<file path="config.mk">
export PLATFORM = sky130hd
export DESIGN_NAME = vector_sweep_ctrl
export DESIGN_NICKNAME = d
export VERILOG_FILES = /design/src/rtl/vector_sweep_ctrl.sv
export SDC_FILE = /design/constraint.sdc
export NUM_CORES = 1
export LEC_CHECK = 0
export ABC_AREA = 1
export CORE_MARGIN = 2
export CORE_UTILIZATION = 33
export CTS_BUF_LIST = sky130_fd_sc_hd__clkbuf_8
export CTS_CLUSTER_DIAMETER = 150
export CTS_CLUSTER_SIZE = 16
export DETAILED_ROUTE_END_ITERATION = 7
export PLACE_DENSITY = 0.63
export SYNTH_ARGS = -nofsm -noshare
export SYNTH_HDL_FRONTEND = slang
export SYNTH_SLANG_ARGS = --single-unit
</file>
<file path="constraint.sdc">
create_clock -name clk -period 1.8 [get_ports clk]
set_clock_uncertainty 0.15 [all_clocks]
set_input_delay 0.27 -clock clk [delete_from_list [all_inputs] [get_ports clk]]
set_output_delay 0.27 -clock clk [all_outputs]
set_load 0.005 [all_outputs]
</file>
<file path="src/rtl/vector_sweep_ctrl.sv">
// Exhaustive stimulus sweep controller: walks every IN_W-bit vector through a
// combinational DUT, holds each for SETTLE cycles, then folds the sampled
// response into a 16-bit MISR signature.
module vector_sweep_ctrl #(
    parameter int unsigned IN_W   = 5,
    parameter int unsigned OUT_W  = 6,
    parameter int unsigned SETTLE = 1
) (
    input  logic             clk,
    input  logic             rst,
    input  logic             start,
    input  logic             pause,
    input  logic [OUT_W-1:0] dut_out,
    output logic [IN_W-1:0]  vec,
    output logic             vec_valid,
    output logic             busy,
    output logic             done,
    output logic [IN_W:0]    count,
    output logic [15:0]      sig
);

    localparam int unsigned SET_W = 4;
    localparam int unsigned CNT_W = IN_W + 1;
    localparam int unsigned SIG_W = 16;

    typedef enum logic [1:0] {
        ST_IDLE   = 2'd0,
        ST_SETTLE = 2'd1,
        ST_SAMPLE = 2'd2,
        ST_DONE   = 2'd3
    } state_t;

    state_t           state_q, state_d;
    logic [IN_W-1:0]  vec_q, vec_d;
    logic [SET_W-1:0] settle_q, settle_d;
    logic [CNT_W-1:0] count_q, count_d;
    logic [SIG_W-1:0] sig_q, sig_d;
    logic             valid_q, valid_d;
    logic             busy_q, busy_d;
    logic             done_q, done_d;

    logic             fb_c;
    logic [SIG_W-1:0] misr_next_c;

    // Next MISR value: shift with feedback taps 15/14/12/3, fold in response.
    always_comb begin
        fb_c        = sig_q[15] ^ sig_q[14] ^ sig_q[12] ^ sig_q[3];
        misr_next_c = {sig_q[14:0], fb_c} ^ SIG_W'(dut_out);
    end

    // State and datapath registers with synchronous reset.
    always_ff @(posedge clk) begin
        if (rst) begin
            state_q  <= ST_IDLE;
            vec_q    <= '0;
            settle_q <= '0;
            count_q  <= '0;
            sig_q    <= '0;
            valid_q  <= 1'b0;
            busy_q   <= 1'b0;
            done_q   <= 1'b0;
        end else begin
            state_q  <= state_d;
            vec_q    <= vec_d;
            settle_q <= settle_d;
            count_q  <= count_d;
            sig_q    <= sig_d;
            valid_q  <= valid_d;
            busy_q   <= busy_d;
            done_q   <= done_d;
        end
    end

    // Sweep sequencing; pause freezes everything only while a sweep is live.
    always_comb begin
        state_d  = state_q;
        vec_d    = vec_q;
        settle_d = settle_q;
        count_d  = count_q;
        sig_d    = sig_q;
        valid_d  = valid_q;
        busy_d   = busy_q;
        done_d   = 1'b0;

        case (state_q)
            ST_IDLE: begin
                valid_d = 1'b0;
                busy_d  = 1'b0;
                if (start) begin
                    state_d  = ST_SETTLE;
                    vec_d    = '0;
                    settle_d = '0;
                    count_d  = '0;
                    sig_d    = 16'hFFFF;
                    valid_d  = 1'b1;
                    busy_d   = 1'b1;
                end
            end

            ST_SETTLE: begin
                if (!pause) begin
                    settle_d = settle_q + SET_W'(1);
                    if (settle_q == SET_W'(SETTLE - 1)) begin
                        state_d = ST_SAMPLE;
                    end
                end
            end

            ST_SAMPLE: begin
                if (!pause) begin
                    sig_d   = misr_next_c;
                    count_d = count_q + CNT_W'(1);
                    if (vec_q == '1) begin
                        // Last vector: finish without wrapping vec.
                        state_d = ST_DONE;
                        valid_d = 1'b0;
                        busy_d  = 1'b0;
                        done_d  = 1'b1;
                    end else begin
                        state_d  = ST_SETTLE;
                        vec_d    = vec_q + IN_W'(1);
                        settle_d = '0;
                    end
                end
            end

            ST_DONE: begin
                state_d = ST_IDLE;
            end

            default: begin
                state_d = ST_IDLE;
            end
        endcase
    end

    assign vec       = vec_q;
    assign vec_valid = valid_q;
    assign busy      = busy_q;
    assign done      = done_q;
    assign count     = count_q;
    assign sig       = sig_q;

endmodule

</file>
==> out/metrics.csv, run 1 <==
metric,value,unit
Internal,1890,uW
Core Region,4750,sq um
IO Port Bufs,39,
R2R depth,9,
hold path depth,2,
first-pass GRT wire length,5820,microns
worst min path class,reg2reg,
Clock Tree Buf Depth,2,
Post-CTS Setup Repair Bufs,0,
Peak supply drop,0.623,mV
critical path cell sequence,"buf_4, clkdlybuf4s50_1",
Worst R2R Start,vec[0],
minimum clock period,1670,ps
reg-to-reg endpoint,settle_q[2],
gpl congestion,0.829,
most common library cells after synthesis,"42 x nand2_1, 35 x dfxtp_1, 31 x nor2_1",
P per Cell Area,1360,nW/um^2
Routed wire per std cell,10.5,microns
IO Count,40,
Total GRT Usage,13.5,%
largest net degree at the start of global routing,15,
final setup fails,0,
clk root buf,clkbuf_8,
Antenna Nets Post-Route,0,
Worst setup SP type,flop,
die width,74.4,microns
largest cells by area after synthesis,"dfxtp_1 43%, nand2_1 9.6%, nor2_1 7.1%, o21ai_0 7.0%, a21oi_1 6.4%",
most used flip-flop cell after synthesis,dfxtp_1,
synth-to-layout area growth,37.4,%
CTS tree,built,
Worst Path Arrival,1250,ps
Switching Share,38.0,%
cell row count,25,
clk sinks,35,
final period utilization,92.7,%
drt via density,4.43,
layout cells sized above 1,11.2,%
top cell type's share of synthesized area,42.9,%
Max Cap Viol,0,
"slowest stage delay, CP",500,ps
DRT Pass-1 Iters,4,
initial antenna violation count,0,
crit-path max FO,5,
vias post-DR,1519,
DP Wirelength,2690,microns
Fin Hold WS,341,ps
Crit. End Element,output port,
residual DRC count,0,
R2R setup slack,150,ps
Die ar.,5530,sq um
total negative slack,0,ps
post-synthesis net count,241,
synth warn,0,
share of power burned in the clock network,18.3,%
post-synthesis sequential area ratio,42.9,%
Flop pwr share,38.7,%
CP max-delay cell,clkdlybuf4s50_1,
source of the worst hold timing path,busy,
Mapped Area,1630,sq um
worst setup margin,131,ps
Psw,1160,uW
Final Max Slew Viols,0,
Critical Path RT,1380,ps
number of flops mapped to enable cells by yosys,0,
number of global-route vias before repair,1365,
Synth Register Bits,35,
hold worst-path end,busy,
Num CTS Buffers,5,
Mapped Cells,226,
Synth cell types,24,
Starting DRT DRC Count,61,
Final nets,290,
Comb pwr share,43.0,%
status,finished clean,
kind of critical path,reg2out,
Leak Pwr,0.000946,uW
mean post-synth cell area,7.23,sq um
"Clk Latency, worst-skew pair",280,ps
asr flop ratio synth,0,%
grt ovf,0,
H-tree lvl count,2,
final core occ,47.2,%
final hold violations,0,
Achievable Freq,0.599,GHz
Clock Pin Slew Worst Setup and Hold Paths,70,ps
slew margin rel.,85.4,%
cell with the most instances after synthesis,nand2_1,
Routed Wire Length,3610,microns
Ant. Diodes,0,
Die H,74.4,microns
leading area contributor after synthesis,dfxtp_1,
DP Worst Slack,22.9,ps
worst slew pin tran,219,ps
Initial Utilization,34.4,%
-- critical path: cells and delay by family (launching register included) --
| family | cells | cell delay (ps) |
|---|---|---|
| buffers and inverters | 2 | 640 |
| flip-flops | 1 | 330 |
-- state kept, by name, summed over array words and instances, names as in the netlist --
register  flops
state_q       2
count         6
done          1
settle_q      4
busy          1
vec           5
sig          16
-- cell families after synthesis --
logic type / count (synthesis) / synth area share (%)
buf+inv: 37 / 9.80
fa+ha+maj: 5 / 3.83
flops: 35 / 42.9
simple gates: 91 / 23.4
compound gates: 49 / 15.2
xor+xnor: 9 / 4.82
-- worst max-delay path by stage --
stage,cells past startpoint,startpoint,slack [ps],endpoint
after floorplan,8,vec[0],120,settle_q[1]
after global placement,7,pause,30,sig[0]
after detailed placement,7,pause,20,sig[0]
after CTS,10,vec[0],60,settle_q[2]
after global routing,10,vec[0],-4,settle_q[2]
final,2,vec[0],130,vec[0]
-- cell type report --
class                      count  area [sq um]
clock inverter                 3          20.0
sequential                    35           701
fill                         515          2510
timing repair buffer          49           465
clock buffer                   5          68.8
tap                           67          83.8
multi-input combinational    154           791
inverter                      30           115
-- per-stage QoR --
step / cell area (sq um) / instances / power, uW
after global routing: 2240 / 343 / 3310
after CTS: 2230 / 343 / 3070
after global placement: 2140 / 335 / 2490
after detailed placement: 2140 / 335 / 2500
after floorplan: 1630 / 226 / 1960
final: 2240 / 343 / 3050
-- timing repair --
item | CTS | global route
setup endpoints to repair | 0 | 5
hold buffers | 0 | 0
gates resized for setup | 0 | 11
-- per-layer routing --
metal | track usage (%) | part of all wire (%)
met3 | 2.85 | 3.6
met5 | 0 | 0
met1 | 17.7 | 48
met4 | 4.76 | 1.0
met2 | 21.9 | 47
-- power by group through the flow --
stage          sequential [uW]  clock (uW)  combinational, uW
2_1_floorplan             1180           0                781
3_3_place_gp              1200           0               1280
3_5_place_dp              1200           0               1300
4_1_cts                   1180         576               1310
5_1_grt                   1220         605               1490
6_report                  1180         559               1310
-- layout by cell type (no fill, tap or decap), types with 4 or more instances in the layout --
cell type / instances
dfxtp_1: 35
clkbuf_8: 5
nor2_1: 30
buf_4: 10
a21oi_1: 21
ha_1: 4
xnor2_1: 6
nand2_1: 39
nand2_2: 4
inv_1: 26
o21ai_1: 8
nand3_1: 9
o21ai_0: 18
clkdlybuf4s50_1: 39
Power figures use the tool's default switching activity.
==> run 2: changes to the inputs <==
Settings changed: ABC_AREA 1 to default.
==> run 2 against run 1 <==
  * The run now ends with setup timing left
  * Via count shrank 0.99%
  * Fmax shrank 14%
  * Register-to-register slack lost 280 ps
  * Clock power grew 36%
  * Count of clock-buffer cells in the layout grew 1
  * Cell count shrank 13%
  * Non-clock buffer count grew 14
  * Sequential share of layout area shrank 1.4 points
  * Critical endpoint is now vec[1]
==> out/metrics.csv, run 2 <==
metric,value,unit,change
top cell type's share of synthesized area,43.8,%,was 42.9%
final hold violations,0,,unchanged
IO Count,40,,unchanged
Synth cell types,38,,was 24
die width,73.6,microns,was 74.4 microns
H-tree lvl count,2,,unchanged
RSZ-0062 raised after global routing,true,,
most common library cells after synthesis,"38 x nor2_1, 35 x dfxtp_1, 16 x nor3_1",,"was 42 x nand2_1, 35 x dfxtp_1, 31 x nor2_1"
placed cell areas,2220,sq um,was 2140 sq um
CTS tree,built,,unchanged
kind of critical path,reg2reg,,was reg2out
Leak Pwr,0.000915,uW,was 0.000946 uW
vias post-DR,1504,,was 1519
cell area after layout,2360,sq um,was 2240 sq um
slew margin rel.,68.0,%,was 85.4%
most used flip-flop cell after synthesis,dfxtp_1,,unchanged
largest cells by area after synthesis,"dfxtp_1 44%, nor2_1 8.9%, xnor2_1 6.0%, nor3_1 5.0%, ha_1 3.9%",,"was dfxtp_1 43%, nand2_1 9.6%, nor2_1 7.1%, o21ai_0 7.0%, a21oi_1 6.4%"
initial antenna violation count,0,,unchanged
IO Port Bufs,39,,unchanged
Critical Path Source,vec[1],,was vec[0]
Clock Pin Slew Worst Setup and Hold Paths,80,ps,was 70 ps
status,"finished, violations left",,was finished clean
number of global-route vias before repair,1502,,was 1365
gpl congestion,0.781,,was 0.829
Peak supply drop,0.516,mV,was 0.623 mV
R2R setup slack,-130,ps,was 150 ps
first-pass GRT wire length,6600,microns,was 5820 microns
layout cells sized above 1,18.7,%,was 11.2%
"commonest cells after routing, fill and taps aside","39 x clkdlybuf4s50_1, 38 x nor2_1, 33 x dfxtp_1, 23 x buf_4, 16 x nor3_1",,"was 39 x nand2_1, 39 x clkdlybuf4s50_1, 35 x dfxtp_1, 30 x nor2_1, 26 x inv_1"
asr flop ratio synth,0,%,unchanged
DRT Pass-1 Iters,4,,unchanged
post-synthesis sequential area ratio,43.8,%,was 42.9%
Final nets,260,,was 290
Worst Path Arrival,1970,ps,was 1250 ps
Num CTS Buffers,5,,unchanged
leading area contributor after synthesis,dfxtp_1,,unchanged
"most common cell after layout, fill and taps aside",clkdlybuf4s50_1,,
largest net degree at the start of global routing,17,,was 15
Worst R2R Start,vec[1],,was vec[0]
final period utilization,107,%,was 92.7%
mean post-synth cell area,8.60,sq um,was 7.23 sq um
Total GRT Usage,16.0,%,was 13.5%
final setup fails,7,,was 0
Clock Tree Buf Depth,2,,unchanged
post-synthesis net count,201,,was 241
DP Worst Slack,-151,ps,was 22.9 ps
Post-CTS Setup Repair Bufs,0,,unchanged
Crit. End Element,flop,,was output port
max FFs per register,16,,unchanged
Initial Utilization,34.1,%,was 34.4%
drt via density,5.01,,was 4.43
Routed wire per std cell,12.7,microns,was 10.5 microns
Achievable Freq,0.518,GHz,was 0.599 GHz
Routed Wire Length,3810,microns,was 3610 microns
P per Cell Area,893,nW/um^2,was 1360 nW/um^2
Mapped Area,1600,sq um,was 1630 sq um
Max Cap Viol,0,,unchanged
Starting DRT DRC Count,75,,was 61
Layout fillers,458,,was 515
Worst setup SP type,flop,,unchanged
clk sinks,35,,unchanged
worst slew pin tran,475,ps,was 219 ps
Die H,73.6,microns,was 74.4 microns
synth-to-layout area growth,47.7,%,was 37.4%
Critical Path RT,1840,ps,was 1380 ps
synth warn,0,,unchanged
cell row count,25,,unchanged
DP Wirelength,2760,microns,was 2690 microns
Core Region,4690,sq um,was 4750 sq um
number of flops mapped to enable cells by yosys,0,,unchanged
grt ovf,0,,unchanged
crit-path max FO,6,,was 5
Synth Register Bits,35,,unchanged
Final Max Slew Viols,0,,unchanged
Antenna Nets Post-Route,0,,unchanged
cell with the most instances after synthesis,nor2_1,,was nand2_1
residual DRC count,0,,unchanged
failing checks,setup timing,,
minimum clock period,1930,ps,was 1670 ps
Ant. Diodes,0,,unchanged
Mapped Cells,186,,was 226
Die ar.,5420,sq um,was 5530 sq um
worst setup margin,-131,ps,was 131 ps
source of the worst hold timing path,count[5],,was busy
"Clk Latency, worst-skew pair",290,ps,was 280 ps
clk root buf,clkbuf_8,,unchanged
worst min path class,reg2reg,,unchanged
## run 2: cell types whose count changed in the layout (fill, tap and decap cells not counted), sizes merged, moves of 5 or more
cell,delta
nor3,+14
buf,+14
a21oi,-12
xnor2,+5
inv,-23
a211oi,+9
o21ai,-24
nand2,-39
nor2,+7
## run 2: where the power goes
part	switching [uW]	internal (uW)	total [uW]
Combinational	191	258	449
Clock	307	456	762
Sequential	60.5	836	897
Total	559	1550	2110
## run 2: worst max-delay path: stages (launching register included)
cell and delay [ps]:
dfxtp_2 340, ha_4 150, and3_4 170, ha_4 150
or3b_4 390, a21o_4 250, a22oi_2 160, nor2_1 60
## run 2: through the flow
step	TNS, ps	hold slack (ps)	power (uW)	utilization [%]	instances
6_report	-595	340	2110	50.3	300
5_1_grt	-1050	373	2230	50.3	300
4_1_cts	-544	345	2130	50.3	300
3_3_place_gp	-1280	317	1350	47.4	292
3_5_place_dp	-1440	335	1360	47.4	292
2_1_floorplan	-429	323	1130	-	186
## run 2: cell type report
class / count / area, sq um / share of cell area (%)
clock buffers: 6 / 82.6 / 3.50
clock inverters: 2 / 38.8 / 1.64
inverters: 6 / 22.5 / 0.954
multi-input cells: 134 / 863 / 36.6
flip-flops and latches: 35 / 703 / 29.8
well taps: 54 / 67.6 / 2.86
repair buffers: 63 / 583 / 24.7
## run 2: path summary, 6_finish.rpt
| path | to | cells past startpoint |
|---|---|---|
| min | count[5] | 2 |
| max | vec[1] | 7 |
| min reg2reg | count[5] | 2 |
| max reg2reg | vec[1] | 7 |
## run 2: what timing repair did
action / CTS / global route
setup endpoints to repair: 7 / 9
pin swaps: 0 / 2
resized for setup: 3 / 0
hold buffers: 0 / 0
## run 2: kinds of logic after synthesis
family	count (synthesis)	share of synthesized area [%]
buffers and inverters	17	5.16
and+or+nand+nor	83	25.4
AOI/OAI and AO/OA	31	13.5
adders and majority gates	5	3.91
xor gates and xnor gates	14	7.67
muxes	1	0.626
DFF	35	43.8
## run 2: routing by layer
layer  GRT usage, %  wire length (microns)  vias up
met5              0                      0        -
met4           6.06                     21        0
met3           6.72                    312        2
met2           25.7                   1760       39
met1           18.8                   1720      707
li1               -                      -      756
==> run 3: changes to the inputs <==
Settings changed: SKIP_CTS_REPAIR_TIMING from default to 1, TNS_END_PERCENT from default to 50.
==> run 3 against run 2 <==
  * The flow still finishes with violations (setup timing)
  * Global-route usage down 0.99 points
  * Total power down 2.7%
  * First-iteration DRC count down 19%
  * Non-clock buffer count down 3
  * Cell count down 1.0%
  * Combinational power down 3%
  * Utilization down 0.29 points
  * Via count down 2.2%
  * Critical path depth unchanged
  * Clock power down 7.0%
  * Die area unchanged
  * Sequential share of layout area up 0.17 points
  * Largest power group unchanged
  * Highest routed layer unchanged
==> out/metrics.csv, run 3 (synthesized netlist as in run 2, its figures left out) <==
metric,value,unit,change
max FFs per register,16,,unchanged
Die ar.,5420,sq um,unchanged
Worst setup SP type,flop,,unchanged
Clock Tree Buf Depth,2,,unchanged
R2R depth,7,,unchanged
Routed wire per std cell,12.7,microns,about the same
Crit. End Element,flop,,unchanged
Worst Path Arrival,1970,ps,about the same
drt via density,4.95,,was 5.01
residual DRC count,0,,unchanged
Critical Path RT,1840,ps,about the same
CP max-delay cell,or3b_4,,unchanged
share of power burned in the clock network,34.5,%,was 36.2%
"slowest stage delay, CP",390,ps,about the same
clk sinks,35,,unchanged
cell area after layout,2350,sq um,was 2360 sq um
vias post-DR,1471,,was 1504
Core Region,4690,sq um,unchanged
placed cell areas,2200,sq um,was 2220 sq um
cell row count,25,,unchanged
final setup fails,7,,unchanged
CP bufs+invs,0,,unchanged
Critical path destination,vec[4],,was vec[1]
initial antenna violation count,0,,unchanged
synth-to-layout area growth,46.8,%,was 47.7%
IO Port Bufs,39,,unchanged
Starting DRT DRC Count,61,,was 75
"commonest cells after routing, fill and taps aside","39 x clkdlybuf4s50_1, 38 x nor2_1, 33 x dfxtp_1, 19 x buf_4, 15 x nor3_1",,"was 39 x clkdlybuf4s50_1, 38 x nor2_1, 33 x dfxtp_1, 23 x buf_4, 16 x nor3_1"
final period utilization,107,%,about the same
status,"finished, violations left",,unchanged
Switching Share,26.7,%,was 26.5%
Max Cap Viol,0,,unchanged
final hold violations,0,,unchanged
first-pass GRT wire length,6240,microns,was 6600 microns
gpl congestion,0.776,,was 0.781
Comb pwr share,21.3,%,about the same
Post-Layout Cell Count,297,,was 300
minimum clock period,1930,ps,about the same
Initial Utilization,34.1,%,unchanged
Clock Pin Slew Worst Setup and Hold Paths,70,ps,was 80 ps
slew margin rel.,69.6,%,was 68.0%
RSZ-0062 raised after global routing,true,,unchanged
Achievable Freq,0.517,GHz,was 0.518 GHz
kind of critical path,reg2reg,,unchanged
crit-path max FO,6,,unchanged
worst setup margin,-133,ps,was -131 ps
most used cell along the critical path,ha_4,,unchanged
failing checks,setup timing,,unchanged
Psw,548,uW,was 559 uW
WP depth,7,,unchanged
DP Wirelength,2740,microns,was 2760 microns
Internal,1500,uW,was 1550 uW
number of global-route vias before repair,1445,,was 1502
Ant. Diodes,0,,unchanged
"most common cell after layout, fill and taps aside",clkdlybuf4s50_1,,unchanged
source of the worst hold timing path,count[5],,unchanged
Peak supply drop,0.491,mV,was 0.516 mV
H-tree lvl count,2,,unchanged
clk root buf,clkbuf_8,,unchanged
Die H,73.6,microns,unchanged
Flop pwr share,44.2,%,was 42.5%
Cells after DPL,288,,was 292
Num CTS Buffers,5,,unchanged
R2R setup slack,-130,ps,about the same
layout cells sized above 1,18.1,%,was 18.7%
die width,73.6,microns,unchanged
"delay-heaviest family, CP",simple AND/OR/NAND/NOR gates,,unchanged
grt ovf,0,,unchanged
reg-to-reg endpoint,vec[4],,was vec[1]
Total GRT Usage,15.0,%,was 16.0%
Antenna Nets Post-Route,0,,unchanged
Worst R2R Start,vec[0],,was vec[1]
"Clk Latency, worst-skew pair",290,ps,about the same
Leak Pwr,0.000905,uW,was 0.000915 uW
P per Cell Area,874,nW/um^2,was 893 nW/um^2
Power Total,2050,uW,was 2110 uW
DRT Pass-1 Iters,4,,unchanged
Final nets,257,,was 260
CTS tree,built,,unchanged
critical path cell sequence,"ha_4, and3_4, ha_4, or3b_4, a21o_4, a22oi_2, nor2_1",,unchanged
worst min path class,reg2reg,,unchanged
worst slew pin tran,450,ps,was 475 ps
largest net degree at the start of global routing,31,,was 17
Critical Path Source,vec[0],,was vec[1]
Final Max Slew Viols,0,,unchanged
Routed Wire Length,3780,microns,was 3810 microns
IO Count,40,,unchanged
run 3: cell types whose count changed in the layout (fill, tap and decap cells not counted), sizes merged:
cell	change
clkinv	+2
clkbuf	-1
inv	-1
buf	-3
run 3: cell type report:
| type | instances | area [sq um] |
|---|---|---|
| fillers | 449 | 2340 |
| multi-input cells | 134 | 868 |
| flip-flops and latches | 35 | 703 |
| repair buffers | 60 | 573 |
| clock buffers | 5 | 68.8 |
| well taps | 54 | 67.6 |
| clock inverters | 3 | 43.8 |
| inverters | 6 | 22.5 |
run 3: per-stage QoR:
| stage | utilization, % | setup slack [ps] | TNS (ps) | hold slack [ps] |
|---|---|---|---|---|
| 2_1_floorplan | - | -99.9 | -446 | 323 |
| 3_3_place_gp | 47.0 | -176 | -2150 | 313 |
| 3_5_place_dp | 47.0 | -200 | -2650 | 328 |
| 4_1_cts | 49.4 | -155 | -762 | 337 |
| 5_1_grt | 50.0 | -178 | -1140 | 386 |
| 6_report | 50.0 | -133 | -596 | 337 |
run 3: worst reg2reg max path, delay by kind of cell, from the launching register on:
family	cells	cell delay (ps)
AOI/OAI and AO/OA	2	410
DFF	1	340
adders and majority gates	2	310
and+or+nand+nor	3	620
run 3: metal layers:
layer	wire (microns)	track usage, %	up-vias
met5	0	0	-
met4	56	5.45	0
met3	169	4.53	6
met2	1810	25.3	37
met1	1750	17.8	679
li1	-	-	749
run 3: power by group through the flow:
| stage | logic [uW] | clock network (uW) | registers, uW |
|---|---|---|---|
| 6_report | 436 | 709 | 906 |
| 5_1_grt | 480 | 772 | 915 |
| 4_1_cts | 434 | 728 | 906 |
| 3_5_place_dp | 432 | 0 | 922 |
| 3_3_place_gp | 427 | 0 | 923 |
| 2_1_floorplan | 225 | 0 | 906 |
run 3: worst min path at each step:
stage | cells after the start | end
2_1_floorplan | 2 | sig[5]
3_3_place_gp | 2 | count[5]
3_5_place_dp | 2 | count[5]
4_1_cts | 2 | count[5]
5_1_grt | 2 | settle_q[0]
6_report | 2 | count[5]
==> RTL change 1: new RTL, config.mk and constraints of run 2 <==
Register the output `count` once more; this adds one clock of latency there. The other outputs are not delayed to match.
--- a/src/rtl/vector_sweep_ctrl.sv
+++ b/src/rtl/vector_sweep_ctrl.sv
@@ -138,7 +138,9 @@
     assign vec_valid = valid_q;
     assign busy      = busy_q;
     assign done      = done_q;
-    assign count     = count_q;
+    always_ff @(posedge clk) begin
+        count <= count_q;
+    end
     assign sig       = sig_q;
 
 endmodule
Function: changed (a bounded check fails within 4 cycles, from zero or initial values and one cycle with rst high).
==> RTL change 1 against run 2 <==
The run still ends with negative setup slack left; wire length down 1.8%; worst setup slack worse by 0.17 ns; power up 10%; area after synthesis up 7.3%; core utilization up 1.4 points; design area up 11%; sequential cell count up 6; die area up 6.9%; critical path type unchanged; highest routed layer unchanged.
==> RTL change 1: results (changes against run 2) <==
| Group | Parameter | Value | vs run 2 |
|:---|:---|:---|:---|
| layout | Sequential portion of the cell area | 31.3% | +1.6 points |
| synthesis | Commonest cells in the synthesized netlist | 41 x sky130_fd_sc_hd__dfxtp_1, 39 x sky130_fd_sc_hd__nor2_1, 14 x sky130_fd_sc_hd__nor3_1 |  |
| layout | Multi-input combinational cell count | 135 | +0.75% |
| timing | Worst-case hold slack | 0.223 ns | -0.117 ns |
| routing | Routed length on met1 | 1.75 mm | +2.1% |
| synthesis | Most area-consuming cells after synthesis | sky130_fd_sc_hd__dfxtp_1 48%, sky130_fd_sc_hd__nor2_1 8.5%, sky130_fd_sc_hd__xnor2_1 5.1% |  |
| layout | Number of sequential storage elements | 41 | +17% |
| pwr | Reported leakage power | 0.00100 µW | +9.4% |
| run status | Failing checks | negative setup slack |  |
| synthesis | Complex-gate fraction of the synthesized area | 13.2% | -0.26 points |
| global routing | Global-route wire length before repair | 6.19 mm | -6.3% |
| timing | Final total negative setup slack | -1.76 ns | -1.16 ns |
| global routing | Met1 capacity usage during global routing | 16.3% | -2.5 points |
| routing | Detailed-routed wire length on met2 | 1.77 mm | +0.34% |
| routing | Number of violations reported at the end of detailed-routing iteration 0 | 68 | -9.3% |
| layout | Invs w/o clock | 5 | -1 |
| routing | Total Routed Length | 3.74 mm | -1.8% |
| placement | Dpl ws | -0.272 ns | -0.121 ns |
| global routing | Via count of the first global-routing pass | 1,367 | -9.0% |
| layout | Non-clk bufs | 68 | +7.9% |
| synthesis | Synthesized-area fraction occupied by adder cells | 3.65% | -0.27 points |
| placement | Post-DP HPWL | 2.61 mm | -5.5% |
| placement | Final weighted congestion in routability-driven placement | 0.746 | -4.5% |
| run status | Outcome | finished with violations |  |
| global routing | Pin count of the biggest net entering global routing | 24 | +7 |
| timing | Worst setup slack after layout | -0.299 ns | -0.168 ns |
| global routing | M3 GR Usage | 3.67% | -3.0 points |
| routing | Number of vias per cell | 4.67 | -6.9% |
| setup path | Crit path DAT | 2.17 ns | +0.20 ns |
| global routing | Met2 track utilization from global routing | 20.8% | -4.9 points |
| layout | Multi-input logic portion of the cell area | 35.4% | -1.1 points |
| setup path | Top fanout value on the critical path | 4 | -2 |
| synthesis | Post-synthesis sequential area ratio | 47.8% | +4.0 points |
| timing | Final setup violation count | 9 | +2 |
| global routing | Overall global routing resource usage | 13.1% | -2.9 points |
| layout | Clock tree buffer count of the final layout | 5 | -1 |
| min path | Startpoint of the lowest-slack hold path | count_q[5] |  |
| synthesis | Net Count, Synth | 207 | +3.0% |
| layout | Fill cell count | 487 | +6.3% |
## RTL change 1: cell types whose count changed after synthesis, sizes merged, moves of 2 or more
cell    change
clkbuf      +4
nor3        -2
buf         -4
dfxtp       +6
o21ai       +2
xor2        -2
nand2b      +2
nand3       -3
nand2       -3
mux2        +2
or3         +3
## RTL change 1: logic make-up (layout without fill, tap and decap cells)
logic type,after synthesis,count (layout)
buf+inv,16,81
mux,2,2
fa+ha+maj,5,5
xor+xnor,11,11
simple gates,83,83
flops,41,41
compound gates,34,34
## RTL change 1: power by group
part | leakage [µW] | switching, µW | internal, µW
Combinational | 0.000595 | 185 | 245
Sequential | 0.000337 | 50.2 | 964
Clock | 0.0000687 | 321 | 558
## RTL change 1: critical path: stages (launching register included)
cell	delay (ns)
sky130_fd_sc_hd__dfxtp_2	0.34
sky130_fd_sc_hd__ha_4	0.15
sky130_fd_sc_hd__and3_4	0.18
sky130_fd_sc_hd__ha_4	0.16
sky130_fd_sc_hd__or3b_4	0.40
sky130_fd_sc_hd__a21o_1	0.21
sky130_fd_sc_hd__or3_1	0.31
sky130_fd_sc_hd__a21oi_1	0.12
## RTL change 1: repair_timing
| action | CTS | global route |
|---|---|---|
| setup endpoints to repair | 9 | 13 |
| buffers inserted | 2 | 2 |
| pin swaps | 3 | 4 |
| gates resized for setup | 5 | 10 |
## RTL change 1: metrics by stage
step / total power, µW / cell area (µm²) / cells
final: 2320 / 2630 / 327
after global routing: 2440 / 2630 / 327
after CTS: 2330 / 2540 / 325
after detailed placement: 1440 / 2360 / 315
after global placement: 1430 / 2360 / 315
after floorplan: 1230 / 1740 / 192
## RTL change 1: worst paths after layout
path / end / cells past startpoint
min: count[5] / 0
max reg2reg: vec[2] / 7
min reg2reg: count[5] / 0
max: vec[2] / 7
==> RTL change 2: new RTL, flow settings as in run 2 <==
Made on the original files. `OUT_W`: 6 -> 3.
--- a/src/rtl/vector_sweep_ctrl.sv
+++ b/src/rtl/vector_sweep_ctrl.sv
@@ -3,7 +3,7 @@
 // response into a 16-bit MISR signature.
 module vector_sweep_ctrl #(
     parameter int unsigned IN_W   = 5,
-    parameter int unsigned OUT_W  = 6,
+    parameter int unsigned OUT_W  = 3,
     parameter int unsigned SETTLE = 1
 ) (
     input  logic             clk,
Interface: changed (resized dut_out); port bits go from 40 to 37. No check against the original RTL was run, so the function may have changed too.
==> RTL change 2 against run 2 <==
The run still ends with negative setup slack left; design area decreased by 1.4%; area after synthesis increased by 4.9%; wire length decreased by 9.5%; non-clock buffer count decreased by 10; count of clock-buffer cells in the layout unchanged; sequential cell count unchanged; worst setup slack improved by 0.050 ns; power decreased by 10%; critical endpoint is now vec[3].
==> RTL change 2: results (changes against run 2) <==
| Group | Parameter | Value | vs run 2 |
|:---|:---|:---|:---|
| run status | Outcome | finished with violations |  |
| run status | Failing checks | negative setup slack |  |
| timing | Max-slew headroom | 73.1% | +5.2 points |
| routing | Total Routed Length | 3.45 mm | -9.5% |
| die | Number of well taps | 67 | +24% |
| global routing | Global-route wire length before repair | 5.79 mm | -12% |
| pwr | Cell internal power dissipation | 1440 µW | -6.8% |
| layout | Fraction of final layout cells with drive strength greater than 1 | 19.0% | +0.27 points |
| layout | Relative area of non-clock buffer cells in the final design | 22.0% | -2.7 points |
| layout | Non-filler cells, final | 299 | -0.33% |
| timing | Worst setup slack after layout | -0.0815 ns | +0.0500 ns |
| placement | Final weighted congestion in routability-driven placement | 0.752 | -3.8% |
| placement | Placed Area | 0.00219 mm² | -1.4% |
| pwr | Worst IR drop on VDD | 338 µV | -34% |
| global routing | Via count of the first global-routing pass | 1,302 | -13% |
| setup path | Top fanout value on the critical path | 3 | -3 |
| global routing | Met1 capacity usage during global routing | 17.3% | -1.5 points |
| timing | Final setup violation count | 1 | -6 |
| placement | Dpl ws | -0.169 ns | -0.0176 ns |
| synthesis | Post-synthesis sequential area ratio | 41.8% | -2.0 points |
| placement | Number of buffers inserted by port buffering | 36 | -7.7% |
| layout | Net count, final | 243 | -6.5% |
| setup path | Crit path DAT | 1.94 ns | -0.03 ns |
| layout | Fill cell count | 477 | +4.1% |
| global routing | Pin count of the biggest net entering global routing | 19 | +2 |
-- RTL change 2: timing repair --
item / CTS / global route
hold endpoints to repair: 0 / 0
endpoints found under the setup margin: 2 / 4
setup buffers: 0 / 1
hold buffers: 0 / 0
resized for setup: 0 / 2
pin swaps: 0 / 1
-- RTL change 2: path summary, 6_finish.rpt --
check / start / endpoint / slack, ns / cells after the start
setup reg to reg: vec[0] / vec[3] / -0.08 / 7
setup / recovery: vec[0] / vec[3] / -0.08 / 7
hold / removal: sig[10] / sig[11] / 0.36 / 2
hold reg to reg: sig[10] / sig[11] / 0.36 / 2
-- RTL change 2: kinds of logic (layout without fill, tap and decap cells) --
family / Yosys count / count (layout) / share of synthesized area, %
simple gates: 95 / 95 / 29.4
flops: 35 / 35 / 41.8
compound gates: 18 / 18 / 9.78
buf+inv: 15 / 64 / 6.42
xor+xnor: 13 / 13 / 7.61
fa+ha+maj: 5 / 5 / 3.73
mux: 2 / 2 / 1.27
